### src/rtl/writeback_queue.sv
// Writeback queue: merges ALU and LSU results into a FIFO that feeds
// the register-file write port, with hazard lookups on pending writes.
module writeback_queue #(
  parameter int DEPTH = 4
) (
  input  logic                       CLK,
  input  logic                       RST_N,
  input  logic                       ALU_VALID,
  input  logic [4:0]                 ALU_RD,
  input  logic [31:0]                ALU_DATA,
  output logic                       ALU_READY,
  input  logic                       LSU_VALID,
  input  logic [4:0]                 LSU_RD,
  input  logic [31:0]                LSU_DATA,
  output logic                       LSU_READY,
  input  logic                       STALL,
  output logic [4:0]                 WA3,
  output logic [31:0]                WD3,
  output logic                       WE3,
  input  logic [4:0]                 QA1,
  input  logic [4:0]                 QA2,
  output logic                       PEND1,
  output logic                       PEND2,
  output logic [$clog2(DEPTH):0]     COUNT,
  output logic                       FULL,
  output logic                       EMPTY
);

  localparam int AW = $clog2(DEPTH);
  localparam int CW = AW + 1;

  typedef struct packed {
    logic [4:0]  rd;
    logic [31:0] data;
  } wb_ent_t;

  wb_ent_t         mem_q [DEPTH];
  logic [DEPTH-1:0] vld_q;
  logic [AW-1:0]   head_q;
  logic [AW-1:0]   tail_q;
  logic [CW-1:0]   count_q;

  logic    push_alu;
  logic    push_lsu;
  logic    enq;
  logic    pop;
  wb_ent_t in_ent;

  assign FULL  = (count_q == CW'(DEPTH));
  assign EMPTY = (count_q == '0);
  assign COUNT = count_q;

  assign ALU_READY = !FULL;
  assign LSU_READY = !FULL && !ALU_VALID;

  assign push_alu = ALU_VALID && ALU_READY;
  assign push_lsu = LSU_VALID && LSU_READY;

  always_comb begin
    in_ent = '0;
    if (push_alu) begin
      in_ent.rd   = ALU_RD;
      in_ent.data = ALU_DATA;
    end else if (push_lsu) begin
      in_ent.rd   = LSU_RD;
      in_ent.data = LSU_DATA;
    end
  end

  // x0 writes complete the handshake but never occupy a slot
  assign enq = (push_alu || push_lsu) && (in_ent.rd != 5'd0);
  assign pop = !EMPTY && !STALL;

  assign WE3 = pop;
  assign WA3 = EMPTY ? 5'd0  : mem_q[head_q].rd;
  assign WD3 = EMPTY ? 32'd0 : mem_q[head_q].data;

  always_comb begin
    PEND1 = 1'b0;
    PEND2 = 1'b0;
    for (int i = 0; i < DEPTH; i++) begin
      if (vld_q[i] && mem_q[i].rd == QA1 && QA1 != 5'd0)
        PEND1 = 1'b1;
      if (vld_q[i] && mem_q[i].rd == QA2 && QA2 != 5'd0)
        PEND2 = 1'b1;
    end
  end

  always_ff @(posedge CLK or negedge RST_N) begin
    if (!RST_N) begin
      head_q  <= '0;
      tail_q  <= '0;
      count_q <= '0;
      vld_q   <= '0;
      for (int i = 0; i < DEPTH; i++)
        mem_q[i] <= '0;
    end else begin
      if (enq) begin
        mem_q[tail_q] <= in_ent;
        vld_q[tail_q] <= 1'b1;
        tail_q        <= tail_q + AW'(1);
      end
      if (pop) begin
        vld_q[head_q] <= 1'b0;
        head_q        <= head_q + AW'(1);
      end
      case ({enq, pop})
        2'b10:   count_q <= count_q + CW'(1);
        2'b01:   count_q <= count_q - CW'(1);
        default: count_q <= count_q;
      endcase
    end
  end

endmodule

### config.mk
export PLATFORM = sky130hd
export DESIGN_NAME = writeback_queue
export DESIGN_NICKNAME = d
export VERILOG_FILES = /design/src/rtl/writeback_queue.sv
export SDC_FILE = /design/constraint.sdc
export NUM_CORES = 1
export LEC_CHECK = 0
export CAP_MARGIN = 15
export CORE_MARGIN = 3
export CORE_UTILIZATION = 49
export DETAILED_ROUTE_END_ITERATION = 10
export GPL_ROUTABILITY_DRIVEN = 0
export MAX_ROUTING_LAYER = met4
export PLACE_DENSITY_LB_ADDON = 0.1
export SYNTH_ARGS = -nofsm -noshare
export SYNTH_HDL_FRONTEND = slang
export SYNTH_SLANG_ARGS = --single-unit
### constraint.sdc
create_clock -name CLK -period 2.22 [get_ports CLK]
set_input_delay 0.333 -clock CLK [delete_from_list [all_inputs] [get_ports CLK]]
set_output_delay 0.333 -clock CLK [all_outputs]
set_load 0.005 [all_outputs]
# ---- Word-level counts from Yosys, hierarchy flattened
# Index checks and enable logic that the tools add are counted.
dict set report op_classes {
  addsub 4
  magnitude_cmp 7
  eq_ne 11
  n_mux 25
  bitwise 5
  reduce_logical 34
}
# op n
set ops {}
lappend ops {{$mux W37} 5}
lappend ops {{$bwmux W148} 1}
lappend ops {{$bmux W37 S2} 1}
lappend ops {{$demux W37 S2} 1}
lappend ops {{$eq A5 B5 Y1} 8}
lappend ops {{$mux W32} 1}
lappend ops {{$logic_and A1 B1 Y1} 24}
lappend ops {{$reduce_bool A5 Y1} 3}
lappend ops {{$mux W1} 10}
lappend ops {{$mux W4} 2}
lappend ops {{$ge A3 B3 Y1 const B} 2}
lappend ops {{$lt A2 B3 Y1 const B} 2}
lappend ops {{$not A2 Y3} 2}
lappend ops {{$pmux W3 S2} 1}
lappend ops {{$mux W5} 1}
lappend ops {{$add A2 B1 Y2 const B} 2}
lappend ops {{$and A4 B4 Y4} 1}
lappend ops {{$demux W1 S2} 2}
lappend ops {{$ge A2 B1 Y1 const B} 2}
lappend ops {{$logic_not A1 Y1} 4}
lappend ops {{$not A4 Y4} 1}
lappend ops {{$or A4 B4 Y4} 1}
lappend ops {{$add A3 B1 Y3 const B} 1}
lappend ops {{$eq A3 B3 Y1 const B} 1}
lappend ops {{other kinds (7)} 7}
dict set report word_totals {
  register_bits 159
  in_bits 89
  output_inout_bits 47
  wordCells 98
}

# ---- Longest topological paths before layout
dict set report logic_depth {
  ltp_word 11
  depth_mapped 11
  depth_no_buf 10
}

# ---- Worst setup path before layout
# OpenSTA, ideal clock, no wires.
dict set report synth_timing {
  kind {input port to flip-flop}
  from {in ALU_RD[1]}
  to {reg count_q[2] (netlist: COUNT[2])}
  setup_time_ps 79
  arrival_time_ps 2334
  required_ps 2141
  setup_slack_ps -193
  stages 10
  path_buffers 0
  path_cell_list {or4_1 > o211ai_2 > nand2_1 > inv_1 > ha_1 > inv_1 > fa_1 > xor2_1 > nor2_1 > xor2_1}
}
dict set report synth_via {
  elab_chain_cells 5
  elab_cells_between_ends 7
  classes_between {eq/ne (2); mux (2); reduce/logical (3)}
}
# element line
set synth_lines {}
lappend synth_lines {{start, declared} 9} ;# input logic [4:0] ALU_RD,
lappend synth_lines {{$mux W37 *} 61} ;# if (push_alu) begin
lappend synth_lines {{$reduce_bool A5 Y1 *} 71} ;# assign enq = (push_alu || push_lsu) && (in_ent.rd != 5'd0);
lappend synth_lines {{$logic_and A1 B1 Y1 *} 71}
lappend synth_lines {{$eq A2 B1 Y1 / $eq A2 B2 Y1 (equally long branches)} 107} ;# case ({enq, pop})
lappend synth_lines {{$pmux W3 S2 / $reduce_bool A2 Y1 (equally long branches)} --}
lappend synth_lines {{end signal, assigned} 108} ;# 2'b10: count_q <= count_q + CW'(1);
lappend synth_lines {{end signal, assigned} 109} ;# 2'b01: count_q <= count_q - CW'(1);
lappend synth_lines {{end signal, assigned} 110} ;# default: count_q <= count_q;
lappend synth_lines {{end, declared} 41} ;# logic [CW-1:0] count_q;
# Every way passes the cells marked *; elsewhere a longest branch is shown, timed or not.
# A chain may end at the register's enable or synchronous reset.

# ---- Final worst setup path
dict set report layout_timing {
  from {reg head_q[0]}
  to {out WD3[12]}
}
dict set report layout_via {
  elab_chain_cells 5
}
# element line
set layout_lines {}
lappend layout_lines {{start, declared} 39} ;# logic [AW-1:0] head_q;
lappend layout_lines {{start signal, assigned} 105} ;# head_q <= head_q + AW'(1);
lappend layout_lines {{$not A2 Y3 (implied by the code)} 76} ;# assign WD3 = EMPTY ? 32'd0 : mem_q[head_q].data;
lappend layout_lines {{$bmux W37 S2} 76}
lappend layout_lines {{$mux W37 (implied by the code) (2 in a row)} 76}
lappend layout_lines {{$mux W32} 76}
lappend layout_lines {{end, declared} 18} ;# output logic [31:0] WD3,
# Every way passes these cells. The select of a mux whose other input is x is not followed.

==> summary.txt <==
Clocking
  • Clock transition at the registers of the reported paths: 0.06 ns
  • CTS root buf: clkbuf_16
  • CTS tree: done
  • Total CTS buffers: 17
  • Worst-Skew Late Latency: 0.43 ns
  • CTS max path bufs: 2
  • Clock sink count: 159
  • H-tree Lvls: 4

Global route
  • Gr usage total: 0.260
  • Gr ovfl total: 0
  • First-pass GRT wire length: 35500 um
  • Number of global-route vias before repair: 6825
  • Antenna violations before repair: 0
  • Largest net degree at the start of global routing: 64

Floorplan
  • Row count: 46
  • Core Area: 0.0160 mm2
  • Die Y-Extent: 134 um
  • Die area: 0.0181 mm2
  • Number of top-level pins: 136
  • Starting Density: 0.505
  • DIE WIDTH: 134 um

Finish
  • Share of layout cells above drive strength 1: 0.293
  • Most frequent cells in the layout: nor2_1 (155), a21oi_1 (152), dfrtp_1 (150)
  • Layout Cells excl Fill: 1169
  • Most common cell after layout, fill and taps aside: nor2_1
  • Post-route cell area: 0.0111 mm2
  • Number of antenna diodes: 0
  • Final net count: 1040
  • P&R area growth vs syn: 37.3%

Synthesis
  • Number of flops mapped to enable cells by yosys: 0
  • Synth Register Bits: 159
  • Avg Inst Size Synth: 10.9 um2
  • Synth Instances: 744
  • Top cell type's share of synthesized area: 0.492
  • Largest area contributor in the netlist: dfrtp_1
  • Post-synth cell types: 33
  • Top post-synthesis cells by area: dfrtp_1 (49%), mux4_2 (10%), a21oi_1 (9.4%)
  • Asr flop ratio synth: 1.00
  • Synth Warn #: 0
  • Cell Area, Synth: 0.00808 mm2
  • Sequential share of the synthesized area: 0.492
  • Synth Flop Type: dfrtp_1
  • Syn nets: 843

Power
  • Reg power frac: 0.309
  • PwrDens: 1590 mW/mm2
  • Combinational share of power: 0.534
  • Clock power share: 0.157
  • Sw Pwr: 6.33 mW
  • Peak supply drop: 0.731 mV
  • Internal power: 11.4 mW
  • Sw Share: 0.358
  • Cell leakage power: 4.73 nW

Detailed routing
  • Via density: 5.58
  • Via count: 6527
  • WL per Instance: 19.1 um
  • TritonRoute pass-1 iters: 5
  • Starting DRC count in detailed routing: 411
  • DRT Wirelength: 22300 um
  • DRC viols: 0
  • Routed Antenna Nets: 0

Critical path
  • WP data arrival: 1.96 ns
  • Crit path required time: 1.89 ns
  • Crit path max-delay family: multiplexers
  • CP max FO: 6
  • Largest stage delay, worst path: 0.50 ns
  • Buffers & Inverters on Critical Path: 4
  • Worst setup path category: flip-flop to output port
  • Worst path most repeated cell: buf_12
  • Crit path launch type: flip-flop
  • Critical path, cell by cell: buf_12 -> buf_12 -> buf_8 -> mux4_2 -> nor2b_4 -> buf_2
  • Crit-path slowest cell: mux4_2
  • Crit. End Element: output port

Min path
  • Hold WC Path Type: input pin to flip-flop

Timing
  • Clock skew: 0.00848 ns
  • Final Hold Fails: 0
  • Unrepaired setup endpoints after global routing: true
  • Post-route setup slack: -0.0712 ns
  • Peak Freq: 436 MHz
  • Final period demand of the worst path: 2.29 ns
  • Post-route clock period utilization: 1.03
  • Slew Viols, Final: 0
  • Worst-Margin Slew: 0.621 ns
  • Total negative slack: -1.38 ns
  • Final setup viols: 32
  • Rel. slew slack: 0.585

Placement
  • Post-DP Area: 0.0100 mm2
  • Half-perimeter wire length after placement: 14500 um
  • Dpl cells: 1093
  • I/O Buffers: 135

Status
  • Failing checks: setup timing
  • Status: complete, but fails checks

Flow run
  • Max cap viols: 0
## cells in the mapped netlist (all sizes together), types with 8 or more instances
master  count
xnor2      11
xor2       34
buf        39
a22oi      37
a21oi     152
nor2      156
clkbuf     23
dfrtp     159
nor4        8
mux4       37
nand3       8
ha          9
inv        10
nor2b      37
## final timing paths
check	endpoint	slack [ns]	depth (start not counted)	startpoint
setup / recovery	WD3[12]	-0.07	6	head_q[0]
hold / removal	mem_q[109]	0.43	4	ALU_RD[3]
setup reg to reg	COUNT[2]	-0.01	11	COUNT[0]
hold reg to reg	mem_q[119]	0.52	2	mem_q[119]
max in group asynchronous	mem_q[44]	1.06	3	RST_N
min in group asynchronous	mem_q[138]	0.44	2	RST_N
## state kept, by name, indices dropped and copies added, names as in the netlist
name    count
mem_q     148
vld_q       4
COUNT       3
head_q      2
tail_q      2
## cell type report
cell class | instances | area [um2]
clock inverters | 6 | 86.3
clock buffers | 25 | 465
repair buffers | 239 | 2360
multi-input cells | 514 | 3890
inverters | 10 | 40.0
fillers | 1169 | 4900
flip-flops and latches | 159 | 3990
well taps | 216 | 270
## layer usage
| layer | global-route usage | vias to the layer above | wire, um |
|---|---|---|---|
| met2 | 0.439 | 245 | 11500 |
| met1 | 0.324 | 3255 | 9120 |
| met3 | 0.0518 | 36 | 1320 |
| met5 | - | - | 0 |
| met4 | 0.0684 | 0 | 444 |
| li1 | - | 2991 | - |
## metrics by stage
| step | util | hold WS (ns) | power, mW | worst slack, ns |
|---|---|---|---|---|
| finish | 0.694 | 0.429 | 17.7 | -0.0712 |
| global placement | 0.625 | 0.339 | 13.7 | -0.448 |
| detailed placement | 0.625 | 0.348 | 14.1 | -0.501 |
| global route | 0.694 | 0.467 | 18.9 | -0.138 |
| CTS | 0.683 | 0.470 | 17.4 | -0.165 |
| floorplan | - | 0.0374 | 10.4 | -0.0968 |
## worst register-to-register path, cell delays in order, from the launching register on
cell      delay, ns
dfrtp_1        0.39
or3b_4         0.45
buf_6          0.15
o211ai_4       0.09
nand2_2        0.09
inv_2          0.07
ha_4           0.12
inv_1          0.05
fa_2           0.33
xor2_1         0.15
nor2_1         0.13
xor2_1         0.15
## power groups by stage
stage	Clock (mW)	Combinational (mW)	Sequential [mW]
after floorplan	0	5.25	5.16
after global placement	0	8.32	5.40
after detailed placement	0	8.55	5.53
after CTS	2.81	9.11	5.45
after global routing	2.95	10.3	5.63
final	2.77	9.45	5.47
## kinds of logic after synthesis
logic type	synth area share
DFF	0.492
buffers and inverters	0.0554
muxes	0.104
AOI/OAI and AO/OA	0.161
and+or+nand+nor	0.122
xor gates and xnor gates	0.0488
adders and majority gates	0.0164
## repair_timing
action	CTS	global route
pin swaps	19	16
endpoints found under the hold margin	58	0
setup buffers	31	12
gates cloned	3	1
hold buffers	1	0
gates resized for setup	190	44
setup endpoints to repair	124	78
(Power assumes the default switching activity.)
